File: src/rtl/alu_mc_if.sv
// Request/response bundle for the multi-cycle ALU: operands and opcode in,
// registered result, flags and completion status out.
interface alu_mc_if #(
    parameter int WIDTH = 8
);
    logic             start;
    logic [3:0]       ALU_Sel;
    logic [WIDTH-1:0] A;
    logic [WIDTH-1:0] B;
    logic [WIDTH-1:0] Result;
    logic [3:0]       NZVC;
    logic             busy;
    logic             done;
    logic             err;

    modport master (
        output start, ALU_Sel, A, B,
        input  Result, NZVC, busy, done, err
    );

    modport slave (
        input  start, ALU_Sel, A, B,
        output Result, NZVC, busy, done, err
    );
endinterface

File: src/rtl/alu_mc.sv
// Multi-cycle ALU: single-cycle arithmetic/logic, bit-serial shifts and an
// optional shift-add multiplier enabled by defining ALU_MC_MUL_EN.
module alu_mc #(
    parameter int WIDTH = 8,
    parameter int SHW   = $clog2(WIDTH)
) (
    input  logic     clock,
    input  logic     reset,
    alu_mc_if.slave  bus
);
    localparam int MSB = WIDTH - 1;
    localparam int CW  = SHW + 1;

    localparam logic [3:0] OP_ADD = 4'h0, OP_INC = 4'h1, OP_SUB = 4'h2, OP_DEC = 4'h3,
                           OP_AND = 4'h4, OP_OR  = 4'h5, OP_XOR = 4'h6, OP_NOT = 4'h7,
                           OP_ADC = 4'h8, OP_SBC = 4'h9, OP_SHL = 4'hA, OP_SHR = 4'hB,
                           OP_MUL = 4'hC;

    typedef enum logic [1:0] {IDLE = 2'd0, EXEC = 2'd1, DONE = 2'd2} state_t;

    state_t           state;
    logic [WIDTH-1:0] result_q;
    logic [3:0]       nzvc_q;
    logic             busy_q, done_q, err_q;

    logic [3:0]       op_q;
    logic [CW-1:0]    cnt_q;
    logic [WIDTH-1:0] sh_q;

    logic [WIDTH:0]   sum;
    logic [WIDTH-1:0] res;
    logic             v, c, legal, multi;

    logic [WIDTH-1:0] sh_nx, fin_res;
    logic             sh_out, fin_c;

    function automatic logic [3:0] flags(input logic [WIDTH-1:0] r, input logic fv,
                                         input logic fc);
        return {r[MSB], (r == '0), fv, fc};
    endfunction

    assign bus.Result = result_q;
    assign bus.NZVC   = nzvc_q;
    assign bus.busy   = busy_q;
    assign bus.done   = done_q;
    assign bus.err    = err_q;

    // Single-cycle datapath evaluated straight from the request inputs
    always_comb begin
        sum   = '0;
        res   = '0;
        v     = 1'b0;
        c     = 1'b0;
        legal = 1'b1;
        multi = 1'b0;
        case (bus.ALU_Sel)
            OP_ADD: begin
                sum = {1'b0, bus.A} + {1'b0, bus.B};
                res = sum[MSB:0];
                c   = sum[WIDTH];
                v   = (bus.A[MSB] == bus.B[MSB]) && (res[MSB] != bus.A[MSB]);
            end
            OP_INC: begin
                sum = {1'b0, bus.A} + {{WIDTH{1'b0}}, 1'b1};
                res = sum[MSB:0];
                c   = sum[WIDTH];
                v   = (bus.A == {1'b0, {(WIDTH-1){1'b1}}});
            end
            OP_SUB: begin
                sum = {1'b0, bus.A} - {1'b0, bus.B};
                res = sum[MSB:0];
                c   = sum[WIDTH];
                v   = (bus.A[MSB] != bus.B[MSB]) && (res[MSB] != bus.A[MSB]);
            end
            OP_DEC: begin
                sum = {1'b0, bus.A} - {{WIDTH{1'b0}}, 1'b1};
                res = sum[MSB:0];
                c   = sum[WIDTH];
                v   = (bus.A == {1'b1, {(WIDTH-1){1'b0}}});
            end
            OP_AND: res = bus.A & bus.B;
            OP_OR:  res = bus.A | bus.B;
            OP_XOR: res = bus.A ^ bus.B;
            OP_NOT: res = ~bus.A;
            OP_ADC: begin
                sum = {1'b0, bus.A} + {1'b0, bus.B} + {{WIDTH{1'b0}}, nzvc_q[0]};
                res = sum[MSB:0];
                c   = sum[WIDTH];
                v   = (bus.A[MSB] == bus.B[MSB]) && (res[MSB] != bus.A[MSB]);
            end
            OP_SBC: begin
                sum = {1'b0, bus.A} - {1'b0, bus.B} - {{WIDTH{1'b0}}, nzvc_q[0]};
                res = sum[MSB:0];
                c   = sum[WIDTH];
                v   = (bus.A[MSB] != bus.B[MSB]) && (res[MSB] != bus.A[MSB]);
            end
            OP_SHL, OP_SHR: begin
                if (bus.B[SHW-1:0] == '0) res = bus.A;
                else                      multi = 1'b1;
            end
            OP_MUL: begin
`ifdef ALU_MC_MUL_EN
                multi = 1'b1;
`else
                legal = 1'b0;
`endif
            end
            default: legal = 1'b0;
        endcase
    end

    always_comb begin
        if (op_q == OP_SHL) begin
            sh_nx  = {sh_q[MSB-1:0], 1'b0};
            sh_out = sh_q[MSB];
        end else begin
            sh_nx  = {1'b0, sh_q[MSB:1]};
            sh_out = sh_q[0];
        end
    end

`ifdef ALU_MC_MUL_EN
    logic [WIDTH-1:0] mcand_q, hi_q, lo_q, hi_nx, lo_nx;
    logic [WIDTH:0]   madd;

    // One shift-add step: add multiplicand on the multiplier LSB, then shift {carry,hi,lo} right
    always_comb begin
        madd  = {1'b0, hi_q} + (lo_q[0] ? {1'b0, mcand_q} : '0);
        hi_nx = madd[WIDTH:1];
        lo_nx = {madd[0], lo_q[MSB:1]};
    end
`endif

    always_comb begin
        fin_res = sh_nx;
        fin_c   = sh_out;
`ifdef ALU_MC_MUL_EN
        if (op_q == OP_MUL) begin
            fin_res = lo_nx;
            fin_c   = |hi_nx;
        end
`endif
    end

    // Iteration state: loaded on accept, stepped once per EXEC cycle
    always_ff @(posedge clock) begin
        if (state == IDLE && bus.start) begin
            op_q  <= bus.ALU_Sel;
            sh_q  <= bus.A;
            cnt_q <= (bus.ALU_Sel == OP_MUL) ? CW'(WIDTH) : {1'b0, bus.B[SHW-1:0]};
`ifdef ALU_MC_MUL_EN
            mcand_q <= bus.A;
            hi_q    <= '0;
            lo_q    <= bus.B;
`endif
        end else if (state == EXEC) begin
            sh_q  <= sh_nx;
            cnt_q <= cnt_q - CW'(1);
`ifdef ALU_MC_MUL_EN
            hi_q <= hi_nx;
            lo_q <= lo_nx;
`endif
        end
    end

    always_ff @(posedge clock or negedge reset) begin
        if (!reset) begin
            state    <= IDLE;
            result_q <= '0;
            nzvc_q   <= '0;
            busy_q   <= 1'b0;
            done_q   <= 1'b0;
            err_q    <= 1'b0;
        end else begin
            done_q <= 1'b0;
            err_q  <= 1'b0;
            case (state)
                IDLE: begin
                    if (bus.start) begin
                        if (!legal) begin
                            err_q  <= 1'b1;
                            done_q <= 1'b1;
                            state  <= DONE;
                        end else if (multi) begin
                            busy_q <= 1'b1;
                            state  <= EXEC;
                        end else begin
                            result_q <= res;
                            nzvc_q   <= flags(res, v, c);
                            done_q   <= 1'b1;
                            state    <= DONE;
                        end
                    end
                end
                EXEC: begin
                    if (cnt_q == CW'(1)) begin
                        result_q <= fin_res;
                        nzvc_q   <= flags(fin_res, 1'b0, fin_c);
                        busy_q   <= 1'b0;
                        done_q   <= 1'b1;
                        state    <= DONE;
                    end
                end
                DONE:    state <= IDLE;
                default: state <= IDLE;
            endcase
        end
    end
endmodule

File: src/flat_wrapper.sv
// flat-port wrapper written by rule: the top's interface ports become plain ports
module alu_mc_flat 
#(
    parameter int WIDTH = 8,
    parameter int SHW   = $clog2(WIDTH)
)
  (clock, reset, bus_start, bus_ALU_Sel, bus_A, bus_B, bus_Result, bus_NZVC, bus_busy, bus_done, bus_err);
  alu_mc_if #(.WIDTH(WIDTH)) bus_i ();
  input  logic clock;
  input  logic reset;
  input wire logic [$bits(bus_i.start)-1:0] bus_start;
  input wire logic [$bits(bus_i.ALU_Sel)-1:0] bus_ALU_Sel;
  input wire logic [$bits(bus_i.A)-1:0] bus_A;
  input wire logic [$bits(bus_i.B)-1:0] bus_B;
  output wire logic [$bits(bus_i.Result)-1:0] bus_Result;
  output wire logic [$bits(bus_i.NZVC)-1:0] bus_NZVC;
  output wire logic [$bits(bus_i.busy)-1:0] bus_busy;
  output wire logic [$bits(bus_i.done)-1:0] bus_done;
  output wire logic [$bits(bus_i.err)-1:0] bus_err;
  assign bus_i.start = bus_start;
  assign bus_i.ALU_Sel = bus_ALU_Sel;
  assign bus_i.A = bus_A;
  assign bus_i.B = bus_B;
  assign bus_Result = bus_i.Result;
  assign bus_NZVC = bus_i.NZVC;
  assign bus_busy = bus_i.busy;
  assign bus_done = bus_i.done;
  assign bus_err = bus_i.err;
  alu_mc #(.WIDTH(WIDTH), .SHW(SHW)) u_core (.clock(clock), .reset(reset), .bus(bus_i));
endmodule
File: config.mk
export PLATFORM = sky130hd
export DESIGN_NAME = alu_mc_flat
export DESIGN_NICKNAME = d
export VERILOG_FILES = /design/src/rtl/alu_mc_if.sv /design/src/rtl/alu_mc.sv /design/src/flat_wrapper.sv
export SDC_FILE = /design/constraint.sdc
export NUM_CORES = 1
export LEC_CHECK = 0
export ABC_CLOCK_PERIOD_IN_PS = 3450
export BUFFER_PORTS_ARGS = -buffer_cell sky130_fd_sc_hd__buf_2
export CAP_MARGIN = 10
export CORE_MARGIN = 2
export CORE_UTILIZATION = 25
export DETAILED_ROUTE_END_ITERATION = 7
export PLACE_DENSITY_LB_ADDON = 0.25
export SLEW_MARGIN = 5
export SYNTH_ARGS = -nofsm -noshare
export SYNTH_HDL_FRONTEND = slang
export SYNTH_SLANG_ARGS = --single-unit
File: constraint.sdc
create_clock -name clock -period 3.45 [get_ports clock]
set_input_delay 0.345 -clock clock [delete_from_list [all_inputs] [get_ports clock]]
set_output_delay 0.345 -clock clock [all_outputs]
set_load 0.005 [all_outputs]
# --- Word-level counts from Yosys, hierarchy flattened ---
# Cells that the tools add are included.
totals:
  regBits: 33
  in_bits: 23
  out_inout_bits: 15
  elab_cells: 107
op_classes:
  add_sub_neg: 7
  eq_ne: 28
  n_mux: 42
  bitwise: 4
  reduce_logical: 17
ops:
  columns: ["op", "count"]
  rows:
  - ["one-hot mux 8 bit (11 select lines)", 1]
  - ["two-way mux 8 bit", 8]
  - ["two-way mux 4 bit", 7]
  - ["equality test 4 bit (second input constant)", 6]
  - ["equality test 4 x 3 -> 1 bit (second input constant)", 4]
  - ["logical NOT 8 bit", 2]
  - ["one-hot mux 8 bit (2 select lines)", 1]
  - ["two-way mux 1 bit", 15]
  - ["one-hot mux 1 bit (6 select lines)", 2]
  - ["OR reduction 12 bit", 1]
  - ["AND reduction 5 bit", 2]
  - ["adder 8 x 1 -> 9 bit (second input constant)", 1]
  - ["adder 8 x 8 -> 9 bit", 1]
  - ["adder 9 x 1 -> 9 bit", 1]
  - ["subtractor 8 x 1 -> 9 bit (second input constant)", 1]
  - ["subtractor 8 x 8 -> 9 bit", 1]
  - ["subtractor 9 x 1 -> 9 bit", 1]
  - ["AND 8 bit", 1]
  - ["equality test 4 x 1 -> 1 bit (second input constant)", 2]
  - ["equality test 4 x 2 -> 1 bit (second input constant)", 2]
  - ["equality test 8 x 7 -> 1 bit (second input constant)", 1]
  - ["equality test 8 bit (second input constant)", 1]
  - ["two-way mux 2 bit", 4]
  - ["inverter 8 bit", 1]
  - ["other kinds (18)", 31]

# --- Depth between registers and ports, before layout ---
depth:
  ltp_word: 9
  mapped_depth: 13
  mapped_depth_nobuf: 12

# --- Least setup slack after synthesis ---
# OpenSTA, ideal clock, no wires.
synth_path:
  kind: "input to register"
  from: "input bus_A[2]"
  to: "register u_core.nzvc_q[3], in the netlist u_core.bus.NZVC[3]"
  setup_time_ns: 0.120
  t_arrival_ns: 3.043
  required_ns: 3.330
  path_slack_ns: 0.287
  path_stages: 12
  n_path_buf: 2
  cell_sequence: "clkbuf_1 inv_1 ha_1 buf_6 nor2b_1 o311a_1 o311a_1 or4_1 o21a_1 o21ai_1 o211ai_1 a31o_1"
synth_via:
  elab_chain_cells: 7
  word_cells_on_any_way: 11
  classes_between: "6 x add/sub; 5 x mux"
synth_rtl:
  columns: ["item", "line", "source"]
  rows:
  - ["start: declaration", "flat_wrapper.sv:13", "input wire logic [$bits(bus_i.A)-1:0] bus_A;"]
  - ["subtractor 8 x 8 -> 9 bit or adder 8 x 8 -> 9 bit (tied branches)", null, null]
  - ["subtractor 9 x 1 -> 9 bit or adder 9 x 1 -> 9 bit (tied branches)", "alu_mc.sv:92, alu_mc.sv:86", null]
  - ["one-hot mux 8 bit (11 select lines) *", "alu_mc.sv:56", "case (bus.ALU_Sel)"]
  - ["two-way mux 4 bit *", "alu_mc.sv:184", "end else if (multi) begin"]
  - ["two-way mux 4 bit *", "alu_mc.sv:180", "if (!legal) begin"]
  - ["two-way mux 4 bit *", "alu_mc.sv:179", "if (bus.start) begin"]
  - ["one-hot mux 4 bit (2 select lines) *", "alu_mc.sv:177", "case (state)"]
  - ["end signal: assignment", "alu_mc.sv:189", "nzvc_q <= flags(res, v, c);"]
  - ["end signal: assignment", "alu_mc.sv:198", "nzvc_q <= flags(fin_res, 1'b0, fin_c);"]
  - ["end: declaration", "alu_mc.sv:23", "logic [3:0] nzvc_q;"]
# Every way passes the cells marked *; elsewhere a longest branch is shown, timed or not. The select of a mux whose other input is x is not followed.
# A chain may end at the register's enable or synchronous reset.

# --- Final worst setup path ---
layout_path:
  from: "input bus_B[0]"
  to: "register u_core.nzvc_q[3], in the netlist u_core.bus.NZVC[3]"
layout_via:
  elab_chain_cells: 7
  word_cells_on_any_way: 15
  classes_between: "4 x add/sub; 1 x eq/ne; 8 x mux; 2 x reduce/logical"
layout_rtl:
  columns: ["item", "line", "source"]
  rows:
  - ["start: declaration", "flat_wrapper.sv:14", "input wire logic [$bits(bus_i.B)-1:0] bus_B;"]
  - ["subtractor 8 x 8 -> 9 bit, or another cell as far along", "alu_mc.sv:70, alu_mc.sv:92", null]
  - ["subtractor 9 x 1 -> 9 bit, or another cell as far along", "alu_mc.sv:92", "sum = {1'b0, bus.A} - {1'b0, bus.B} - {{WIDTH{1'b0}}, nzvc_q[0]};"]
  - ["one-hot mux 8 bit (11 select lines)", "alu_mc.sv:56", null]
  - ["two-way mux 4 bit", "alu_mc.sv:184", null]
  - ["two-way mux 4 bit", "alu_mc.sv:180", null]
  - ["two-way mux 4 bit", "alu_mc.sv:179", null]
  - ["one-hot mux 4 bit (2 select lines)", "alu_mc.sv:177", null]
# Parallel ways exist; a longest one is shown, timed or not. The select of a mux whose other input is x is not followed.

==> flow_summary_export.csv <==
group,metric,value,unit
clocking,h-tree-depth,2,
final_layout,final_common_cell,"nor2_1",
yosys,yosys_warnings,0,
floorplan,die_area,16900,um2
setup_path,cp_max_fo,5,
detailed_routing,drc_errors,0,
yosys,synth_top_area_cell,"edfxtp_1",
detailed_routing,via_count,4097,
flow_run,cap_violations,0,
grt,grt.total_usage,16.9,%
clocking,cts_buffers,5,
yosys,syn_area,3970,um2
setup_path,cp.arrival,3330,ps
final_layout,area_growth,17.0,%
yosys,netlist_instances,499,
final_layout,post-route-util,29.5,%
outcome,status,"complete, no violations",
clocking,clockBufferDepth,2,
final_layout,layout-drive-gt1-share,15.1,%
detailed_routing,routedWlPerCell,18.9,um
setup_path,path_class,"input port to flop",
placement,hpwl,11200,um
yosys,synth_cell_types,74,
timing,max_freq,321,MHz
yosys,synth_area_leaders,"edfxtp_1 12%, ha_1 10%, dfrtp_1 10%, xnor2_1 4.6%, a21oi_1 4.0%",
timing,grt_setup_unrepaired,"no",
floorplan,initial_core_util,25.2,%
grt,grt_pass1_vias,4106,
detailed_routing,drtAntennaViolNets,0,
final_layout,final_cell_mix,"42 x nor2_1, 37 x buf_2, 35 x nand2_1",
clocking,insertion_delay,270,ps
floorplan,fp-row-count,46,
clocking,tritoncts,"done",
yosys,synth_edf_count,16,
timing,fin_crit,3120,ps
final_layout,antennaDiodeCount,0,
yosys,ys_seq_area_share,22.2,%
power,peakVddDrop,0.298,mV
yosys,synth_top_area_share,12.1,%
timing,max-slew-margin-rel,38.1,%
setup_path,worst_setup_path_start_kind,"input port",
setup_path,slowest_delay,660,ps
clocking,cts-root-buf,"clkbuf_16",
timing,period_share,90.4,%
hold_path,hold_path.class,"input port to flop",
yosys,postSynthAreaPerCell,7.95,um2
power,power,0.00172,W
timing,hold_viol_final,0,
detailed_routing,routed_wl,14300,um
placement,port_buffers,37,
yosys,ys_async_sr_fraction,50.0,%
yosys,synth_seq_cells,32,
setup_path,path_cells,"buf_2 -> ha_1 -> fa_1 -> or2_1 -> a211o_1 -> a211oi_1 -> nor2_1 -> and2_1 -> xnor2_1 -> o211ai_1 -> a31o_1",
grt,grt_start_max_net_pins,34,
floorplan,io_pins,38,
floorplan,core-area,15700,um2
timing,worstMarginPinSlew,905,ps
grt,antenna_found_initial,0,
placement,dp_cells,750,
timing,maxSlewViolCount,0,
floorplan,die_y,130,um
clocking,cts.clk_slew.worst_paths,50,ps
setup_path,required,3660,ps
setup_path,cp-end-kind,"flop",
floorplan,fp.dieW,130,um
timing,setup_viol,0,
timing,fin_setup_tns,0,ps
clocking,cts.sinks,32,
detailed_routing,firstDrtPassIters,5,
grt,overflow,0,
detailed_routing,drt_iter0_markers,434,
clocking,cts_resized,0,
grt,grt_pass1_wl,22500,um
power,powerDensity,370,nW/um2
placement,place_congestion,0.872,
setup_path,critPathSlowestCell,"a211oi_1",
timing,clock_skew,2.71,ps
final_layout,fin_cells,759,
yosys,synth_flop_cell,"edfxtp_1",
final_layout,fin_nets,600,
detailed_routing,vias_per_cell,5.40,
power,leakagePower,1.93,nW
yosys,syn_nets,557,
final timing paths:
kind	from	end	slack, ps	depth (start not counted)
max in group asynchronous	reset	u_core.bus.Result[6]	2660	2
hold reg to reg	u_core.bus.Result[1]	u_core.bus.Result[1]	480	2
setup reg to reg	u_core.bus.NZVC[0]	u_core.bus.NZVC[2]	790	9
min in group asynchronous	reset	u_core.bus.busy	520	2
setup / recovery	bus_B[0]	u_core.bus.NZVC[3]	330	11
hold / removal	bus_start	u_core.state[0]	380	3
kinds of logic after synthesis:
kind of cell	Yosys count	share of synthesized area (%)
flops	32	22.2
compound gates	143	25.4
xor+xnor	28	6.19
buf+inv	64	6.69
fa+ha+maj	35	11.4
simple gates	186	24.6
mux	11	3.41
layout make-up:
type                    instances  area (um2)
well taps                     216         270
inverters                      36         135
repair buffers                 64         390
multi-input cells             403        2830
fillers                      1703       11100
flip-flops and latches         32         881
clock buffers                   7         133
clock inverters                 1        3.75
cells in the mapped netlist, types with 3 or more instances:
library cell / n
nand2b_1: 13
o31ai_1: 5
and3_1: 10
a221oi_1: 4
and2_1: 4
o21ai_0: 18
nor2b_1: 8
o221ai_1: 3
a211oi_1: 10
a31oi_1: 5
or2_1: 3
a311oi_1: 3
and3b_1: 3
clkbuf_1: 19
xnor2_1: 21
nor2_1: 42
or2_2: 3
ha_1: 33
edfxtp_1: 16
xor2_1: 7
dfrtp_1: 16
inv_1: 33
a21o_1: 4
o21ai_1: 5
nand2_1: 35
a21oi_1: 32
nand4_1: 6
mux2i_1: 9
o2111ai_1: 6
or3_1: 9
a211o_1: 4
nor3_1: 19
a2111oi_0: 3
nor4_1: 7
o22ai_1: 7
nand3_1: 11
o211a_1: 3
buf_2: 5
o21a_1: 4
o211ai_1: 4
report_power, final:
part	internal (W)	switching, W	total (W)
clock network	0.000265	0.000147	0.000411
logic	0.000299	0.000451	0.000751
registers	0.000499	0.0000548	0.000554
total	0.00106	0.000653	0.00172
per-stage QoR:
stage	hold slack [ps]	cell area (um2)	setup slack (ps)
final	382	4640	331
after floorplan	49.4	3970	287
after CTS	380	4640	365
after global placement	283	4490	151
after global routing	402	4640	142
after detailed placement	285	4490	76.2
worst max-delay path: cells and delay by family:
| family | cells | cell delay (ps) |
|---|---|---|
| fa+ha+maj | 2 | 670 |
| buf+inv | 1 | 130 |
| xor+xnor | 1 | 120 |
| compound gates | 4 | 1430 |
| simple gates | 3 | 640 |
registers in the layout, indices dropped and copies added (netlist names):
register	count
u_core.sh_q	8
u_core.bus.Result	7
u_core.bus.NZVC	4
u_core.cnt_q	4
u_core.op_q	4
u_core.state	2
u_core.bus.busy	1
u_core.bus.done	1
u_core.bus.err	1
what timing repair did:
item / CTS / global route
hold endpoints to repair: 4 / 0
hold buffers: 1 / 0
setup endpoints to repair: 0 / 0
setup buffers: 0 / 0
per-layer routing:
metal / track usage (%) / share of wire [%] / up-vias
met5: 0 / 0 / -
met4: 5.82 / 3.6 / 0
met3: 1.64 / 6.5 / 41
met2: 27.9 / 45 / 180
met1: 23.2 / 45 / 1942
li1: - / - / 1934
Power figures use the tool's default switching activity.
